--- src/rtl/clk_div_prog.sv ---
// Programmable integer clock divider: registered divided waveform plus a
// one-cycle end-of-period strobe, with divisor reloads deferred to period boundaries.
module clk_div_prog #(
   parameter int WIDTH       = 8,
   parameter int DEFAULT_DIV = 2
) (
   input  logic             clk,
   input  logic             rst,
   input  logic             en,
   input  logic [WIDTH-1:0] div_in,
   input  logic             div_load,
   output logic             clk_out,
   output logic             tick,
   output logic [WIDTH-1:0] div_active,
   output logic             div_pend,
   output logic             cfg_err
);

   localparam logic [WIDTH-1:0] DEF_DIV = WIDTH'(DEFAULT_DIV);
   localparam logic [WIDTH-1:0] MIN_DIV = WIDTH'(2);

   logic [WIDTH-1:0] cnt_q, cnt_d;
   logic [WIDTH-1:0] div_q, div_d;
   logic [WIDTH-1:0] pend_val_q, pend_val_d;
   logic             pend_q, pend_d;
   logic             running_q, running_d;
   logic             clk_out_q, clk_out_d;
   logic             tick_q, tick_d;
   logic             cfg_err_q, cfg_err_d;

   logic             load_ok;
   logic             boundary;
   logic [WIDTH-1:0] next_cnt;
   logic [WIDTH:0]   half;

   always_comb begin
      // NOTE: every always_comb output gets a default first so no path can infer a latch.
      cnt_d      = cnt_q;
      div_d      = div_q;
      pend_val_d = pend_val_q;
      pend_d     = pend_q;
      running_d  = running_q;
      clk_out_d  = clk_out_q;
      tick_d     = tick_q;
      next_cnt   = '0;
      half       = '0;

      load_ok   = div_load && (div_in >= MIN_DIV);
      cfg_err_d = div_load && (div_in < MIN_DIV);
      boundary  = en && running_q && (cnt_q == div_q - 1'b1);

      // The current period always finishes with the old divisor; new values wait
      // in the pending register unless the counter is idle or at its last cycle.
      if (load_ok) begin
         if (!running_q || !en || boundary) begin
            div_d  = div_in;
            pend_d = 1'b0;
         end else begin
            pend_val_d = div_in;
            pend_d     = 1'b1;
         end
      end else if (pend_q && (!running_q || boundary)) begin
         div_d  = pend_val_q;
         pend_d = 1'b0;
      end

      if (!en) begin
         running_d = 1'b0;
         cnt_d     = '0;
         clk_out_d = 1'b0;
         tick_d    = 1'b0;
      end else begin
         running_d = 1'b1;
         next_cnt  = (running_q && !boundary) ? cnt_q + 1'b1 : '0;
         cnt_d     = next_cnt;
         // Outputs look ahead at the divisor of the period next_cnt belongs to.
         half      = ({1'b0, div_d} + 1'b1) >> 1;
         clk_out_d = ({1'b0, next_cnt} < half);
         tick_d    = (next_cnt == div_d - 1'b1);
      end
   end

   // NOTE: sequential state uses non-blocking assignments so all registers update together.
   always_ff @(posedge clk) begin
      if (rst) begin
         cnt_q      <= '0;
         div_q      <= DEF_DIV;
         pend_val_q <= '0;
         pend_q     <= 1'b0;
         running_q  <= 1'b0;
         clk_out_q  <= 1'b0;
         tick_q     <= 1'b0;
         cfg_err_q  <= 1'b0;
      end else begin
         cnt_q      <= cnt_d;
         div_q      <= div_d;
         pend_val_q <= pend_val_d;
         pend_q     <= pend_d;
         running_q  <= running_d;
         clk_out_q  <= clk_out_d;
         tick_q     <= tick_d;
         cfg_err_q  <= cfg_err_d;
      end
   end

   assign clk_out    = clk_out_q;
   assign tick       = tick_q;
   assign div_active = div_q;
   assign div_pend   = pend_q;
   assign cfg_err    = cfg_err_q;

endmodule

--- config.mk ---
export PLATFORM = sky130hd
export DESIGN_NAME = clk_div_prog
export DESIGN_NICKNAME = d
export VERILOG_FILES = /design/src/rtl/clk_div_prog.sv
export SDC_FILE = /design/constraint.sdc
export NUM_CORES = 1
export LEC_CHECK = 0
export ABC_CLOCK_PERIOD_IN_PS = 5100
export CORE_MARGIN = 2
export CORE_UTILIZATION = 45
export CTS_CLUSTER_DIAMETER = 60
export CTS_CLUSTER_SIZE = 8
export DETAILED_ROUTE_END_ITERATION = 16
export HOLD_SLACK_MARGIN = 0.1
export PLACE_DENSITY = 0.7
export SYNTH_ARGS = -nofsm -noshare
export SYNTH_HDL_FRONTEND = slang
export SYNTH_SLANG_ARGS = --single-unit
--- constraint.sdc ---
create_clock -name clk -period 5.1 [get_ports clk]
set_clock_uncertainty 0.05 [all_clocks]
set_input_delay 0.51 -clock clk [delete_from_list [all_inputs] [get_ports clk]]
set_output_delay 0.51 -clock clk [all_outputs]
set_load 0.01 [all_outputs]
# Word-level counts from Yosys, hierarchy flattened
# Cells that the tools add are included.
word_totals:
  regBits: 29
  in_bits: 12
  output_inout_bits: 12
op_classes:
  n_addsub: 4
  magnitude_cmp: 3
  n_eq_ne: 2
  mux: 8
  bitwise: 2
  n_reduce_logical: 15
ops:
  columns: ["operator", "n"]
  rows:
  - ["2-to-1 mux 8 bit", 4]
  - ["equality test 8 bit", 2]
  - ["subtractor 8 x 1 -> 8 bit, second input constant", 2]
  - ["adder 8 x 1 -> 9 bit, second input constant", 1]
  - ["adder 8 x 1 -> 8 bit, second input constant", 1]
  - ["greater-or-equal comparator 8 x 2 -> 1 bit, second input constant", 1]
  - ["< comparator 8 x 2 -> 1 bit, second input constant", 1]
  - ["< comparator 8 bit", 1]
  - ["logical AND 1 bit", 6]
  - ["2-to-1 mux 1 bit", 4]
  - ["logical NOT 1 bit", 3]
  - ["logical OR 1 bit", 3]
  - ["inverter 1 bit", 2]
  - ["AND reduction 2 bit", 1]
  - ["nonzero test 2 bit", 1]
  - ["OR reduction 2 bit", 1]

# Depth between registers and ports, before layout
logic_depth:
  ltp_word: 9
  mapped_depth: 18
  depth_no_buf: 17

# Least setup slack after synthesis
# No wires, ideal clock.
synth_path:
  path_kind: "reg2reg"
  startpoint: "register div_q[0] (netlist: div_active[0])"
  endpoint: "register clk_out_q (netlist: clk_out)"
  arrival_ns: 3.702
  required_ns: 4.976
  path_slack_ns: 1.273
  path_stages_with_launch: 17
  path_buffers: 0
  synth_period_minus_slack_ns: 3.827
  cell_sequence: "dfxtp_1 -> inv_1 -> ha_1 -> nor3b_2 -> a211oi_2 -> nand4b_4 -> nor3_4 -> mux2i_1 -> inv_1 -> ha_1 -> nand2_1 -> nor2_1 -> xor2_1 -> ha_1 -> and3_1 -> a2111o_1 -> a31oi_1"
synth_between:
  elab_chain_len: 9
  word_cells_on_any_way: 14
  classes_between: "add/sub: 2; order compare: 1; eq/ne: 1; mux: 4; reduce/logical: 6"
synth_rtl:
  columns: ["item", "line", "rtl"]
  rows:
  - ["from (decl)", "23", "logic [WIDTH-1:0] div_q, div_d;"]
  - ["from (signal assigned)", "96", "div_q <= div_d;"]
  - ["subtractor 8 x 1 -> 8 bit", "50", "boundary = en && running_q && (cnt_q == div_q - 1'b1);"]
  - ["equality test 8 bit", "50", null]
  - ["logical AND 1 bit", "50", null]
  - ["logical OR 1 bit", "62", "end else if (pend_q && (!running_q || boundary)) begin"]
  - ["logical AND 1 bit", "62", null]
  - ["2-to-1 mux 8 bit", "62", null]
  - ["2-to-1 mux 8 bit (*)", "54", "if (load_ok) begin"]
  - ["named net div_d[0]", "23", null]
  - ["adder 8 x 1 -> 9 bit (*)", "77", "half = ({1'b0, div_d} + 1'b1) >> 1;"]
  - ["< comparator 8 bit (*)", "78", "clk_out_d = ({1'b0, next_cnt} < half);"]
  - ["to (signal assigned)", "100", "clk_out_q <= clk_out_d;"]
  - ["to (decl)", "27", "logic clk_out_q, clk_out_d;"]
# The timed path passes the listed nets; every way through them passes the cells marked *.
# A chain may end at the register's enable or synchronous reset.

# Worst setup path in the final report
layout_path:
  startpoint: "input port div_load"
  endpoint: "register clk_out_q (netlist: clk_out)"
layout_between:
  elab_chain_len: 4
layout_rtl:
  columns: ["item", "line", "rtl"]
  rows:
  - ["from (decl)", "11", "input logic div_load,"]
  - ["logical AND 1 bit", "48", "load_ok = div_load && (div_in >= MIN_DIV);"]
  - ["2-to-1 mux 8 bit", "54", null]
  - ["adder 8 x 1 -> 9 bit", "77", null]
  - ["< comparator 8 bit", "78", null]
# Every way passes these cells.

==> flow_metrics.tcl <==
set metrics [dict create \
    r2r_start "div_active[0]" \
    critPathMaxFanout 14 \
    switching_share 0.3213 \
    first_pass_iters 5 \
    fill_cells 474 \
    p_leak_uw 0.001058 \
    insertion_delay_ns 0.29 \
    final.period_utilization 0.8351 \
    h-tree-depth 2 \
    dpl.hpwl_um 4664 \
    vias 2268 \
    drtIter0Drc 152 \
    cp.arrival_ns 4.43 \
    sequentialPowerShare 0.389 \
    ys_warn_count 0 \
    grt.total_usage 0.2213 \
    p_total_uw 636.4 \
    finalCriticalPeriod_ns 4.259 \
    hold_slack_ns 0.4686 \
    ir_worst_vdd_v 0.0001449 \
    start_kind "primary input" \
    pwr-share-clk 0.338 \
    critPathKind "in2reg" \
    cts.clk_slew.worst_paths_ns 0.07 \
    start_util 0.4623 \
    dieArea_sq_mm 0.005771 \
    fin_tns_setup_ns 0 \
    worstHoldStart "pend_val_q[6]" \
    dieWidth_um 75.97 \
    vias_per_cell 5.953 \
    netlist_area_sq_mm 0.002331 \
    grt.overflow.total 0 \
    ys_ff_latch 29 \
    antenna_cells 0 \
    async_flop_share 0 \
    fin_nets 333 \
    antenna_found_initial 0 \
    yosysSeqAreaShare 0.2491 \
    worstMarginPinSlew_ns 0.7749 \
    p_int_uw 431.9 \
    syn-num-nets 309 \
    drc 0 \
    ys_types 66 \
    gp_congestion 0.9257 \
    worstSetupEndpointType "flip-flop" \
    power.switching_uw 204.5 \
    root_buffer "clkbuf_8" \
    setup_violations 0 \
    synth_edf_count 0 \
    synth-main-ff-cell "dfxtp_1" \
    path_cells "clkdlybuf4s50_1 -> a21boi_1 -> o221ai_1 -> a311oi_1 -> mux2i_1 -> buf_4 -> nor3_1 -> nand2_1 -> xnor2_1 -> ha_1 -> and3_1 -> a2111o_1 -> a31oi_1" \
    slew_violations 0 \
    critPathMaxStageDelay_ns 0.74 \
    hold_viol_final 0 \
    startpoint "div_load" \
    port-buffer-count 23 \
    cts_tree "yes" \
    seq_area_sq_um 580.6 \
    core_area_sq_mm 0.005042 \
    cellPowerDensity_mw_per_mm2 233.2 \
    rows 26 \
    io_pins 24 \
    synth.avg_cell_area_sq_um 8.150 \
    critical-path-slowest-cell "clkdlybuf4s50_1" \
    pwr-share-comb 0.273 \
    multi_input_area_sq_mm 0.001658 \
    fmaxAchievable_ghz 0.2348 \
    post_cts_buffers 0 \
    grt_pass1_wl_um 10270 \
    route.antenna.remaining_nets 0 \
    cts.sinks 29 \
    post_cts_resized 0 \
    slew_headroom 0.4752 \
    clockBufferDepth 2 \
    maxCapViolCount 0 \
    grt_max_degree 20 \
    grt_pass1_vias 2129 \
    syn_inst 286 \
    wirelength_um 6080 \
    die_y_um 75.97 \
    layout-drive-gt1-share 0.09003 \
    cts_buffers 5 \
    holdBufCountCts 0 \
    grt_setup_unrepaired "false" \
    status "completed" \
    worstPathRequired_ns 5.27 \
    area_delta_synth_final_pct 17.07 \
    wire_per_inst_um 15.96 \
    min_path_type "reg2reg" \
]
==> power groups by stage <==
stage	clock (uW)	sequential, uW	combinational, uW
CTS	221	247	173
detailed placement	0	252	172
global placement	0	252	169
global route	231	248	191
finish	215	247	174
floorplan	0	250	122
==> synth_stat cells, drive strengths merged (6+ instances only) <==
library cell	number	area [sq um]
and3	6	38.79
ha	11	137.6
nand2	14	52.55
xor2	11	96.34
nor3	11	76.33
dfxtp	29	580.6
xnor2	19	166.4
a21oi	11	55.05
nor2	42	157.7
clkbuf	6	22.52
mux2i	9	90.09
o21ai	13	65.06
nand3	14	70.07
inv	13	48.80
==> state kept, by name, indices dropped and copies added (netlist names) <==
| name | cells |
|---|---|
| cnt_q | 8 |
| div_active | 8 |
| pend_val_q | 8 |
| cfg_err | 1 |
| clk_out | 1 |
| div_pend | 1 |
| running_q | 1 |
| tick | 1 |
==> kinds of logic after synthesis <==
kind of cell             after synthesis  share of synthesized area
adder cells (fa/ha/maj)               11                    0.05904
XOR/XNOR                              30                     0.1127
buffers and inverters                 22                    0.03972
multiplexers                          10                    0.04348
AND/OR/NAND/NOR                      122                     0.2888
AO/OA/AOI/OAI                         62                     0.2072
flip-flops                            29                     0.2491
==> worst max-delay path, delay by kind of cell <==
kind / cells / cell delay [ns]
AO/OA/AOI/OAI: 5 / 1.70
XOR/XNOR: 1 / 0.15
adder cells (fa/ha/maj): 1 / 0.33
buffers and inverters: 2 / 0.92
multiplexers: 1 / 0.12
AND/OR/NAND/NOR: 3 / 0.70
==> per-stage QoR <==
stage / std cells / util / worst slack, ns / area, sq um
floorplan: 286 / - / 1.273 / 2331
global placement: 373 / 0.5211 / 0.6804 / 2628
detailed placement: 373 / 0.5211 / 0.5908 / 2628
CTS: 381 / 0.5412 / 0.8851 / 2729
global route: 381 / 0.5412 / 0.4237 / 2729
finish: 381 / 0.5412 / 0.8408 / 2729
==> cell usage in the layout, fill, tap and decap left out, drive strengths merged, types with 3 or more instances in the layout <==
cell type and instances:
a21oi 11, a31oi 3, and2 3, and3 6, buf 3, clkbuf 7, clkdlybuf4s50 23, dfxtp 29
ha 11, inv 13, mux2i 9, nand2 14, nand2b 3, nand3 14, nand4 4, nor2 42
nor2b 4, nor3 11, nor3b 3, nor4 4, o21ai 13, o311ai 3, or2 4, or3 3
xnor2 19, xor2 11
==> layer usage <==
metal	GRT usage	part of all wire
met1	0.3029	0.47
met2	0.3554	0.46
met3	0.03436	0.055
met4	0.07818	0.016
met5	0	0
==> area by class of cell <==
| cell class | count | share of cell area |
|---|---|---|
| sequential | 29 | 0.2127 |
| tap | 70 | 0.03210 |
| inverter | 13 | 0.01788 |
| timing repair buffer | 26 | 0.09262 |
| multi-input combinational | 235 | 0.6075 |
| clock buffer | 7 | 0.03530 |
| clock inverter | 1 | 0.001834 |
==> path summary, 6_finish.rpt <==
| check | to | slack, ns | cells past startpoint |
|---|---|---|---|
| max | clk_out | 0.84 | 13 |
| max reg2reg | clk_out | 1.03 | 16 |
| min | pend_val_q[6] | 0.47 | 2 |
| min reg2reg | pend_val_q[6] | 0.47 | 2 |
Power figures use the tool's default switching activity.
